## config.mk

```make
export PLATFORM = sky130hd
export DESIGN_NAME = uart_tx_parity
export DESIGN_NICKNAME = d
export VERILOG_FILES = /design/src/rtl/uart_pkg.sv /design/src/rtl/baud_tick_gen.sv /design/src/rtl/uart_tx_parity.sv
export SDC_FILE = /design/constraint.sdc
export NUM_CORES = 1
export LEC_CHECK = 0
export BUFFER_PORTS_ARGS = -buffer_cell sky130_fd_sc_hd__buf_2
export CAP_MARGIN = 20
export CORE_MARGIN = 2
export CORE_UTILIZATION = 35
export DETAILED_ROUTE_END_ITERATION = 8
export GPL_TIMING_DRIVEN = 0
export PLACE_DENSITY_LB_ADDON = 0.12
export SYNTH_ARGS = -nofsm -noshare
export SYNTH_HDL_FRONTEND = slang
export SYNTH_SLANG_ARGS = --single-unit
```

## constraint.sdc

```tcl
create_clock -name clk -period 2.2 [get_ports clk]
set_input_delay 0.44 -clock clk [delete_from_list [all_inputs] [get_ports clk]]
set_output_delay 0.44 -clock clk [all_outputs]
set_load 0.005 [all_outputs]
```

## src/rtl/uart_pkg.sv

```systemverilog
// -----------------------------------------------------------------------------
// uart_pkg
// Definitions shared by the UART transmit and receive paths:
//   - tx_state_e     : transmitter frame states
//   - PARITY_EVEN/ODD: encodings of the parity_type control bit
//   - UART_DATA_BITS : data bits per frame (fixed at 8)
//   - calc_parity()  : parity bit for a byte, shared with the RX parity checker
// -----------------------------------------------------------------------------
package uart_pkg;

    localparam int   UART_DATA_BITS = 8;
    localparam logic PARITY_EVEN    = 1'b0;
    localparam logic PARITY_ODD     = 1'b1;

    typedef enum logic [2:0] {
        IDLE,
        START,
        DATA,
        PARITY,
        STOP
    } tx_state_e;

    // Even parity (0): the bit makes the total count of ones even.
    // Odd parity (1): the bit makes the total count of ones odd.
    function automatic logic calc_parity(input logic [UART_DATA_BITS-1:0] data,
                                         input logic                      parity_type);
        return (^data) ^ parity_type;
    endfunction

endpackage : uart_pkg

```

## src/rtl/baud_tick_gen.sv

```systemverilog
// -----------------------------------------------------------------------------
// baud_tick_gen
// Bit-period counter. Counts 0..CLKS_PER_BIT-1 and flags the last cycle of
// each bit period. Reusable by the receiver.
// Ports:
//   clk   : system clock
//   rst   : asynchronous active-high reset
//   clear : restart the bit period (count returns to 0 next cycle)
//   tick  : high during the last cycle of the current bit period
// -----------------------------------------------------------------------------
module baud_tick_gen #(
    parameter int CLKS_PER_BIT = 868
) (
    input  logic clk,
    input  logic rst,
    input  logic clear,
    output logic tick
);

    localparam int CW = $clog2(CLKS_PER_BIT);

    logic [CW-1:0] cnt_q;
    logic [CW-1:0] cnt_d;

    assign tick = (cnt_q == CW'(CLKS_PER_BIT - 1));

    always_comb begin
        cnt_d = cnt_q + CW'(1);
        if (clear || tick) begin
            cnt_d = '0;
        end
    end

    // NOTE: sequential state is updated with non-blocking assignments so every
    // flop samples the values from before the edge, regardless of block order.
    always_ff @(posedge clk or posedge rst) begin
        if (rst) begin
            cnt_q <= '0;
        end else begin
            cnt_q <= cnt_d;
        end
    end

endmodule : baud_tick_gen

```

## src/rtl/uart_tx_parity.sv

```systemverilog
// -----------------------------------------------------------------------------
// uart_tx_parity
// 8-bit UART transmitter: start bit, 8 data bits LSB-first, optional parity
// bit, one stop bit. Every bit lasts CLKS_PER_BIT clocks. All outputs are
// registered.
// Ports:
//   clk, rst    : system clock, asynchronous active-high reset
//   tx_start    : one-cycle send request, honoured only when idle
//   tx_data     : byte to send, captured on acceptance
//   parity_en   : 1 = append parity bit, captured on acceptance
//   parity_type : 0 = even, 1 = odd, captured on acceptance
//   tx          : serial line, idles high
//   tx_busy     : high while a frame is on the line
//   tx_done     : one-cycle pulse when the stop bit completes
// -----------------------------------------------------------------------------
module uart_tx_parity
    import uart_pkg::*;
#(
    parameter int CLKS_PER_BIT = 868,
    parameter int DATA_BITS    = UART_DATA_BITS
) (
    input  logic                 clk,
    input  logic                 rst,
    input  logic                 tx_start,
    input  logic [DATA_BITS-1:0] tx_data,
    input  logic                 parity_en,
    input  logic                 parity_type,
    output logic                 tx,
    output logic                 tx_busy,
    output logic                 tx_done
);

    localparam logic [2:0] LAST_BIT = 3'(DATA_BITS - 1);

    tx_state_e            state_q, state_d;
    logic [DATA_BITS-1:0] shift_q, shift_d;
    logic [2:0]           bit_idx_q, bit_idx_d;
    logic                 par_en_q, par_en_d;
    logic                 par_bit_q, par_bit_d;
    logic                 tx_q, tx_d;
    logic                 busy_q, busy_d;
    logic                 done_q, done_d;

    logic tick;
    logic baud_clear;

    // The bit period restarts on every state change; holding it clear while
    // idle makes the start bit begin from count 0.
    assign baud_clear = (state_q == IDLE) || (state_d != state_q);

    baud_tick_gen #(
        .CLKS_PER_BIT(CLKS_PER_BIT)
    ) u_baud (
        .clk  (clk),
        .rst  (rst),
        .clear(baud_clear),
        .tick (tick)
    );

    // Outputs are computed for the state being entered, so tx changes on the
    // same edge as the state.
    always_comb begin
        // NOTE: every signal gets a default first so no path leaves it
        // unassigned, which would otherwise infer a latch.
        state_d   = state_q;
        shift_d   = shift_q;
        bit_idx_d = bit_idx_q;
        par_en_d  = par_en_q;
        par_bit_d = par_bit_q;
        tx_d      = tx_q;
        busy_d    = busy_q;
        done_d    = 1'b0;

        case (state_q)
            IDLE: begin
                tx_d   = 1'b1;
                busy_d = 1'b0;
                if (tx_start) begin
                    shift_d   = tx_data;
                    par_en_d  = parity_en;
                    par_bit_d = calc_parity(tx_data, parity_type);
                    bit_idx_d = '0;
                    state_d   = START;
                    tx_d      = 1'b0;
                    busy_d    = 1'b1;
                end
            end
            START: begin
                if (tick) begin
                    state_d = DATA;
                    tx_d    = shift_q[0];
                end
            end
            DATA: begin
                if (tick) begin
                    if (bit_idx_q == LAST_BIT) begin
                        state_d = par_en_q ? PARITY : STOP;
                        tx_d    = par_en_q ? par_bit_q : 1'b1;
                    end else begin
                        // Next bit is shift_q[1], i.e. bit 0 after the shift.
                        shift_d   = shift_q >> 1;
                        tx_d      = shift_q[1];
                        bit_idx_d = bit_idx_q + 3'd1;
                    end
                end
            end
            PARITY: begin
                if (tick) begin
                    state_d = STOP;
                    tx_d    = 1'b1;
                end
            end
            STOP: begin
                if (tick) begin
                    state_d = IDLE;
                    tx_d    = 1'b1;
                    busy_d  = 1'b0;
                    done_d  = 1'b1;
                end
            end
            default: begin
                state_d = IDLE;
                tx_d    = 1'b1;
                busy_d  = 1'b0;
            end
        endcase
    end

    always_ff @(posedge clk or posedge rst) begin
        if (rst) begin
            state_q   <= IDLE;
            shift_q   <= '0;
            bit_idx_q <= '0;
            par_en_q  <= 1'b0;
            par_bit_q <= 1'b0;
            tx_q      <= 1'b1;
            busy_q    <= 1'b0;
            done_q    <= 1'b0;
        end else begin
            state_q   <= state_d;
            shift_q   <= shift_d;
            bit_idx_q <= bit_idx_d;
            par_en_q  <= par_en_d;
            par_bit_q <= par_bit_d;
            tx_q      <= tx_d;
            busy_q    <= busy_d;
            done_q    <= done_d;
        end
    end

    assign tx      = tx_q;
    assign tx_busy = busy_q;
    assign tx_done = done_q;

endmodule : uart_tx_parity

```

# Word-level counts from Yosys, hierarchy flattened
# Index checks and enable logic that the tools add are counted.
# totals
register_bits	29
wordCells	66
in_bits	13
# classes
n_bitwise	2
n_mux	29
n_reduce_logical	11
eq_ne	13
n_addsub	2
# op_table
operator	n
$mux W3	10
$mux W8	3
$pmux W8 S2	1
$pmux W3 S5	1
$add A10 B1 Y10 const B	1
$eq A10 B10 Y1 const B	1
$mux W1	10
$mux W10	1
$ne A2 B1 Y1 const B	4
$reduce_xor A8 Y1	1
$eq A3 B2 Y1 const B	2
$eq A3 B3 Y1 const B	2
$pmux W3 S2	1
$ne A2 B2 Y1 const B	2
$pmux W1 S4	1
$reduce_and A2 Y1	2
$reduce_and A4 Y1	1
$add A3 B1 Y3 const B	1
$eq A3 B1 Y1 const B	1
$logic_not A3 Y1	1
$ne A3 B3 Y1	1
$pmux W1 S3	1
$reduce_and A3 Y1	1
$reduce_or A3 Y1	1
other kinds (5)	6

# Logic depth before layout (Yosys ltp)
# Gate-level depths: netlist of the first run.
# depth
ltp_word	8
mapped_depth	6
depth_no_buf	6

# By module
# A second synthesis of the first run with hierarchy kept.
# unflattened
cells_unflattened	162
hier_area_um2	1635.3
# by_module_without_submodules
module	area_per_inst_um2	cells_per_inst	n_inst	seq_area_each_um2
uart_tx_parity	1066.0	105	1	476.7
baud_tick_gen	569.3	57	1	250.2

# Worst setup path before layout of the first run
# OpenSTA, ideal clock, no wires.
# synth_path
path_kind	reg2reg
startpoint	reg u_baud.cnt_q[2]
endpoint	reg bit_idx_q[0]
n_path_buf	1
setup_time_ns	0.125
period_less_slack_ns	2.227
stages_incl_launch_ff	6
path_slack_ns	-0.027
arrival_ns	2.101
cell_sequence	dfrtp_1 -> or4b_1 -> or4_4 -> a2bb2oi_4 -> buf_12 -> mux2_4
# synth_between
elab_chain_cells	3
# synth_lines
item	line_no	rtl
from (decl)	baud_tick_gen.sv:22	logic [CW-1:0] cnt_q;
from (signal assigned)	baud_tick_gen.sv:40	cnt_q <= cnt_d;
$eq A10 B10 Y1	baud_tick_gen.sv:25	assign tick = (cnt_q == CW'(CLKS_PER_BIT - 1));
$ne A2 B1 Y1 (no source line)	--	
$reduce_and A4 Y1 (no source line)	--	
to (signal assigned)	uart_tx_parity.sv:142	bit_idx_q <= bit_idx_d;
to (decl)	uart_tx_parity.sv:37	logic [2:0] bit_idx_q, bit_idx_d;
# No other way between the ends.
# A chain may end at the register's enable or synchronous reset.

# Worst setup path in the final report of the first run
# layout_path
startpoint	reg u_baud.cnt_q[4]
endpoint	reg shift_q[4]
# layout_between
elab_chain_cells	3
# layout_lines
item	line_no	rtl
$eq A10 B10 Y1	baud_tick_gen.sv:25	
$ne A2 B1 Y1 (no source line)	--	
$reduce_and A4 Y1 (no source line)	--	
to (signal assigned)	uart_tx_parity.sv:141	shift_q <= shift_d;
to (decl)	uart_tx_parity.sv:36	logic [DATA_BITS-1:0] shift_q, shift_d;
# No other way between the ends.

==> results of run 1 <==
-- worst max path at each step --
stage / startpoint / to / slack [ps] / depth (start not counted)
final: u_baud.cnt_q[4] / shift_q[4] / 20 / 5
after global placement: state_q[0] / shift_q[2] / -70 / 5
after floorplan: u_baud.cnt_q[2] / bit_idx_q[0] / 60 / 5
after detailed placement: u_baud.cnt_q[2] / shift_q[6] / -70 / 5
after CTS: u_baud.cnt_q[2] / shift_q[6] / -30 / 5
after global routing: u_baud.cnt_q[4] / shift_q[4] / -40 / 5
-- cell families after synthesis --
| group | after synthesis |
|---|---|
| compound gates | 15 |
| simple gates | 48 |
| mux | 18 |
| flops | 29 |
| fa+ha+maj | 3 |
| xor+xnor | 15 |
| buf+inv | 13 |
-- layout make-up --
| cell class | count | area, um2 | area share |
|---|---|---|---|
| Sequential cell | 29 | 728 | 0.380 |
| Buffer | 3 | 28.8 | 0.0150 |
| Clock buffer | 8 | 90.1 | 0.0470 |
| Inverter | 10 | 37.5 | 0.0196 |
| Multi-Input combinational cell | 99 | 777 | 0.405 |
| Timing Repair Buffer | 25 | 191 | 0.0998 |
| Tap cell | 52 | 65.1 | 0.0339 |
-- per-layer routing --
metal / up-vias / track usage / share of wire
li1: 541 / - / -
met1: 519 / 0.168 / 0.48
met2: 15 / 0.214 / 0.48
met3: 4 / 0.0456 / 0.029
met4: 0 / 0.0503 / 0.0088
met5: - / 0 / 0
-- sequential cells by signal, indices dropped and copies added (netlist names), 3 cells and up --
signal and cells:
state_q 3, u_baud.cnt_q 10, bit_idx_q 3, shift_q 8
-- cell usage after synthesis, drive strengths merged (2+ instances only) --
cell / n
dfrtp: 28
nor2: 19
mux2: 16
xnor2: 11
inv: 10
nand2: 9
o21ai: 5
nand3: 4
a21oi: 3
ha: 3
nand2b: 3
nor3: 3
xor2: 3
a21o: 2
buf: 2
mux2i: 2
nand4: 2
nor4: 2
o21bai: 2
-- power breakdown --
part / leakage (uW) / total [uW] / internal (uW) / switching, uW
Clock: 0.0000455 / 439 / 254 / 184
Sequential: 0.000358 / 547 / 543 / 4.70
Combinational: 0.000505 / 78.4 / 44.5 / 34.0
Total: 0.000908 / 1060 / 841 / 223
-- worst max-delay path: cells and delay by family, from the launching register on --
family / cells / cell delay (ps)
multiplexers: 1 / 290
AO/OA/AOI/OAI: 1 / 230
AND/OR/NAND/NOR: 2 / 990
flip-flops: 1 / 380
buffers and inverters: 1 / 180
-- metrics by stage --
step | instances | hold WS (ps)
6_report | 226 | 176
5_1_grt | 226 | 210
4_1_cts | 222 | 181
3_5_place_dp | 209 | 478
3_3_place_gp | 208 | 459
2_1_floorplan | 141 | 455
-- what timing repair did --
item | CTS | global route
setup buffers | 5 | 3
cloned | 0 | 1
setup endpoints to repair | 18 | 24
pin swaps | 2 | 3
resized for setup | 3 | 3
==> flow_metrics.py, run 1 <==
metrics = {
    "sta": {
        "hold_viol_final": 0,
        "rsz0062_at_grt": "yes",
        "fmax_mhz": 458,
        "setup_viol": 0,
        "post-route-min-period_ps": 2180,
        "slew_viol_final": 0,
        "slew_headroom": 0.584,
        "skew_ps": 7.54,
        "tightest_slew_ps": 621,
        "timing.final.ws_setup_ps": 15.2,
        "tns_ps": 0,
        "fin_crit_sh": 0.993,
    },
    "logic_synthesis": {
        "synth_top_area_frac": 0.451,
        "yosys.area_share.adder": 0.0242,
        "synth_compound_area_frac": 0.0741,
        "ys_async_sr_fraction": 1.00,
        "synth_flop_cell": "dfrtp_1",
        "ys_ff_latch": 29,
        "syn_area_mm2": 0.00155,
        "synthDistinctLibCells": 35,
        "synth.largest_area_cell": "dfrtp_1",
        "yosys_warnings": 0,
        "synth_top_family_by_area": "simple AND/OR/NAND/NOR gates",
        "syn_inst": 141,
        "post_synth.cell_area_avg_um2": 11.0,
        "syn_nets": 157,
        "synth_simple_gate_area_frac": 0.151,
        "synth.area.mux_share": 0.146,
        "synth_edf_count": 0,
        "ys_seq_area_frac": 0.468,
        "synthXorXnorAreaFrac": 0.0935,
        "synth.area.top_cells": "dfrtp_1, mux2_4, xnor2_1",
    },
    "clock_network": {
        "cts_num_sinks": 29,
        "cts.clk_slew.worst_paths_ps": 60,
        "cts_buffers": 5,
        "postCtsHoldBufs": 0,
        "cts_tree": "built",
        "root_buffer": "clkbuf_8",
        "cts_buffer_depth": 2,
        "h-tree-depth": 2,
        "clock_latency_ps": 280,
    },
    "critical_path": {
        "rr_startpoint": "u_baud.cnt_q[4]",
        "crit_arrival_ps": 2350,
        "cp.required_ps": 2360,
        "reg2reg_depth": 5,
        "reg2reg_to": "shift_q[4]",
        "path_cells": "or4b_4 -> or4_4 -> a2bb2oi_4 -> clkbuf_16 -> mux2_4",
        "r2r_setup_slack_ps": 20,
        "critical_path.max_fanout": 4,
        "cp-end-kind": "flop",
        "slowest_stage": "or4b_4",
        "crit_type": "reg2reg",
        "slowest_delay_ps": 540,
        "cp-start-kind": "flop",
    },
    "cells_and_area": {
        "layout_common_cells": "dfrtp_1, nor2_1, buf_2",
        "drive_above_1_share": 0.328,
        "fillers": 444,
        "final_util": 0.444,
        "fin_area_mm2": 0.00192,
        "final_common_cell": "dfrtp_1",
        "finalNetCount": 189,
        "area_delta_synth_final_pct": 23.5,
        "antenna_cells": 0,
    },
    "routing": {
        "num_vias": 1079,
        "routed_wl_mm": 2.96,
        "viasPerCell": 4.77,
        "wl_per_cell_um": 13.1,
        "drc": 0,
        "ant_nets": 0,
        "dr.pass1.iters": 4,
        "drtIter0Drc": 43,
    },
    "place": {
        "dpl_worst_slack_ps": -71.9,
        "hpwl_mm": 2.05,
        "portBuffers": 15,
        "gp_congestion": 0.810,
        "post_dp_cell_area_mm2": 0.00172,
    },
    "grt": {
        "grt_max_degree": 21,
        "grt_pass1_vias": 1102,
        "overflow": 0,
        "grtUsageTotal": 0.133,
        "grt_pass1_wl_mm": 5.12,
        "antenna_found_initial": 0,
    },
    "floorplanning": {
        "initial_utilization": 0.359,
        "dieArea_mm2": 0.00499,
        "die_h_um": 70.6,
        "io_pins": 16,
        "fp.dieW_um": 70.6,
        "coreArea_mm2": 0.00432,
        "rows": 24,
    },
    "pwr": {
        "p_leak_uw": 0.000908,
        "powerDensity_mw_per_mm2": 555,
        "worst_ir_drop_vdd_uv": 293,
        "power_uw": 1060,
    },
    "flow_run": {
        "max-cap-violations": 0,
    },
    "outcome": {
        "status": "complete, no violations",
    },
    "worst_hold_path": {
        "hp-class": "in2async",
    },
}
(Power assumes the default switching activity.)
==> run 2: changes to the inputs <==
Settings changed: CORE_UTILIZATION 35 to 52, CTS_CLUSTER_DIAMETER set to 60.
==> flow_metrics.py, run 2 (synthesis results as in run 1) <==
metrics = {
    "floorplanning": {
        "coreArea_mm2": 0.00281,
        "dieArea_mm2": 0.00344,
        "fp.dieW_um": 58.6,
        "initial_utilization": 0.554,
        "die_h_um": 58.6,
        "io_pins": 16,
        "rows": 19,
    },
    "sta": {
        "fin_crit_sh": 1.00,
        "slew_viol_final": 0,
        "hold_slack_ps": 164,
        "slew_headroom": 0.578,
        "tightest_slew_ps": 632,
        "post-route-min-period_ps": 2210,
        "tns_ps": -13.3,
        "setup_viol": 3,
        "fmax_mhz": 453,
        "skew_ps": 12.1,
        "timing.final.ws_setup_ps": -8.27,
        "rsz0062_at_grt": "yes",
        "hold_viol_final": 0,
    },
    "grt": {
        "grt_pass1_wl_mm": 4.90,
        "grt_pass1_vias": 1098,
        "overflow": 0,
        "grt_max_degree": 30,
        "grtUsageTotal": 0.194,
        "antenna_found_initial": 0,
    },
    "cells_and_area": {
        "fillers": 248,
        "drive_above_1_share": 0.306,
        "finalNetCount": 185,
        "antenna_cells": 0,
        "largest_reg_flops": 10,
        "layout_common_cells": "dfrtp_1, nor2_1, buf_2",
        "fin_area_mm2": 0.00182,
        "final_common_cell": "dfrtp_1",
        "regMostFlops": "u_baud.cnt_q",
        "area_delta_synth_final_pct": 17.2,
        "top_regs": "u_baud.cnt_q x10, shift_q x8",
    },
    "pwr": {
        "worst_ir_drop_vdd_uv": 399,
        "p_leak_uw": 0.000879,
        "powerDensity_mw_per_mm2": 592,
    },
    "critical_path": {
        "cp_top_family": "simple AND/OR/NAND/NOR gates",
        "rr_startpoint": "u_baud.cnt_q[2]",
        "reg2reg_to": "shift_q[0]",
        "slowest_stage": "or4b_4",
        "cp-end-kind": "flop",
        "reg2reg_depth": 5,
        "critical_path.max_fanout": 9,
        "crit_type": "reg2reg",
        "cp-start-kind": "flop",
        "critPathBufInv": 1,
        "r2r_setup_slack_ps": -8,
        "slowest_delay_ps": 550,
        "path_cells": "or4b_4 -> or4_4 -> a2bb2oi_4 -> buf_12 -> mux2_4",
        "crit_arrival_ps": 2420,
        "cp_num_cells": 5,
        "cp.required_ps": 2420,
    },
    "clock_network": {
        "h-tree-depth": 2,
        "cts_buffer_depth": 2,
        "cts_num_sinks": 29,
        "cts.clk_slew.worst_paths_ps": 100,
        "root_buffer": "clkbuf_4",
        "postCtsHoldBufs": 0,
        "clock_latency_ps": 340,
        "cts_buffers": 5,
        "cts_tree": "built",
    },
    "routing": {
        "wl_per_cell_um": 13.8,
        "routed_wl_mm": 2.77,
        "ant_nets": 0,
        "dr.pass1.iters": 4,
        "num_vias": 1087,
        "drtIter0Drc": 16,
        "viasPerCell": 5.41,
        "drc": 0,
    },
    "place": {
        "hpwl_mm": 1.97,
        "post_dp_cell_area_mm2": 0.00167,
        "portBuffers": 15,
        "gp_congestion": 0.783,
    },
    "flow_run": {
        "max-cap-violations": 0,
    },
    "worst_hold_path": {
        "hp-class": "in2async",
    },
    "outcome": {
        "violations": "negative setup slack",
        "status": "finished, violations left",
    },
}
-- run 2: area by class of cell --
| type | instances | area (um2) | area share |
|---|---|---|---|
| Clock inverter | 1 | 30.0 | 0.0165 |
| Clock buffer | 7 | 55.1 | 0.0303 |
| Buffer | 3 | 28.8 | 0.0158 |
| Timing Repair Buffer | 21 | 128 | 0.0702 |
| Inverter | 10 | 37.5 | 0.0206 |
| Sequential cell | 29 | 727 | 0.400 |
| Tap cell | 31 | 38.8 | 0.0213 |
| Multi-Input combinational cell | 99 | 774 | 0.426 |
-- run 2: worst max path at each step --
stage,startpoint,to
2_1_floorplan,u_baud.cnt_q[2],bit_idx_q[0]
3_3_place_gp,u_baud.cnt_q[2],shift_q[6]
3_5_place_dp,u_baud.cnt_q[2],u_baud.cnt_q[5]
4_1_cts,u_baud.cnt_q[2],shift_q[0]
5_1_grt,u_baud.cnt_q[2],shift_q[0]
6_report,u_baud.cnt_q[2],shift_q[0]
-- run 2: power by group --
part           internal (uW)  switching [uW]  total [uW]  leakage, uW
logic                   42.0            31.3        73.3     0.000474
registers                541            4.06         546     0.000360
clock network            271             188         459    0.0000455
total                    855             223        1080     0.000879
-- run 2: layer usage --
metal	routed length (um)	share of wire	track usage	vias to the layer above
met5	0	0	0	-
met4	57	0.021	0.0779	0
met3	96	0.035	0.0659	7
met2	1370	0.49	0.321	14
met1	1250	0.45	0.234	530
li1	-	-	-	536
-- run 2: repair_timing --
item	in CTS	in global routing
resized for setup	1	2
pin swaps	1	2
setup endpoints to repair	19	21
buffers inserted	2	3
-- run 2: metrics by stage --
| stage | power [uW] | worst slack, ps | util | std cells |
|---|---|---|---|---|
| final | 1080 | -8.27 | 0.649 | 201 |
| after global routing | 1120 | -64.7 | 0.649 | 201 |
| after CTS | 1090 | 3.88 | 0.631 | 197 |
| after detailed placement | 629 | -59.3 | 0.594 | 187 |
| after global placement | 625 | -23.8 | 0.594 | 187 |
| after floorplan | 605 | 57.4 | - | 141 |
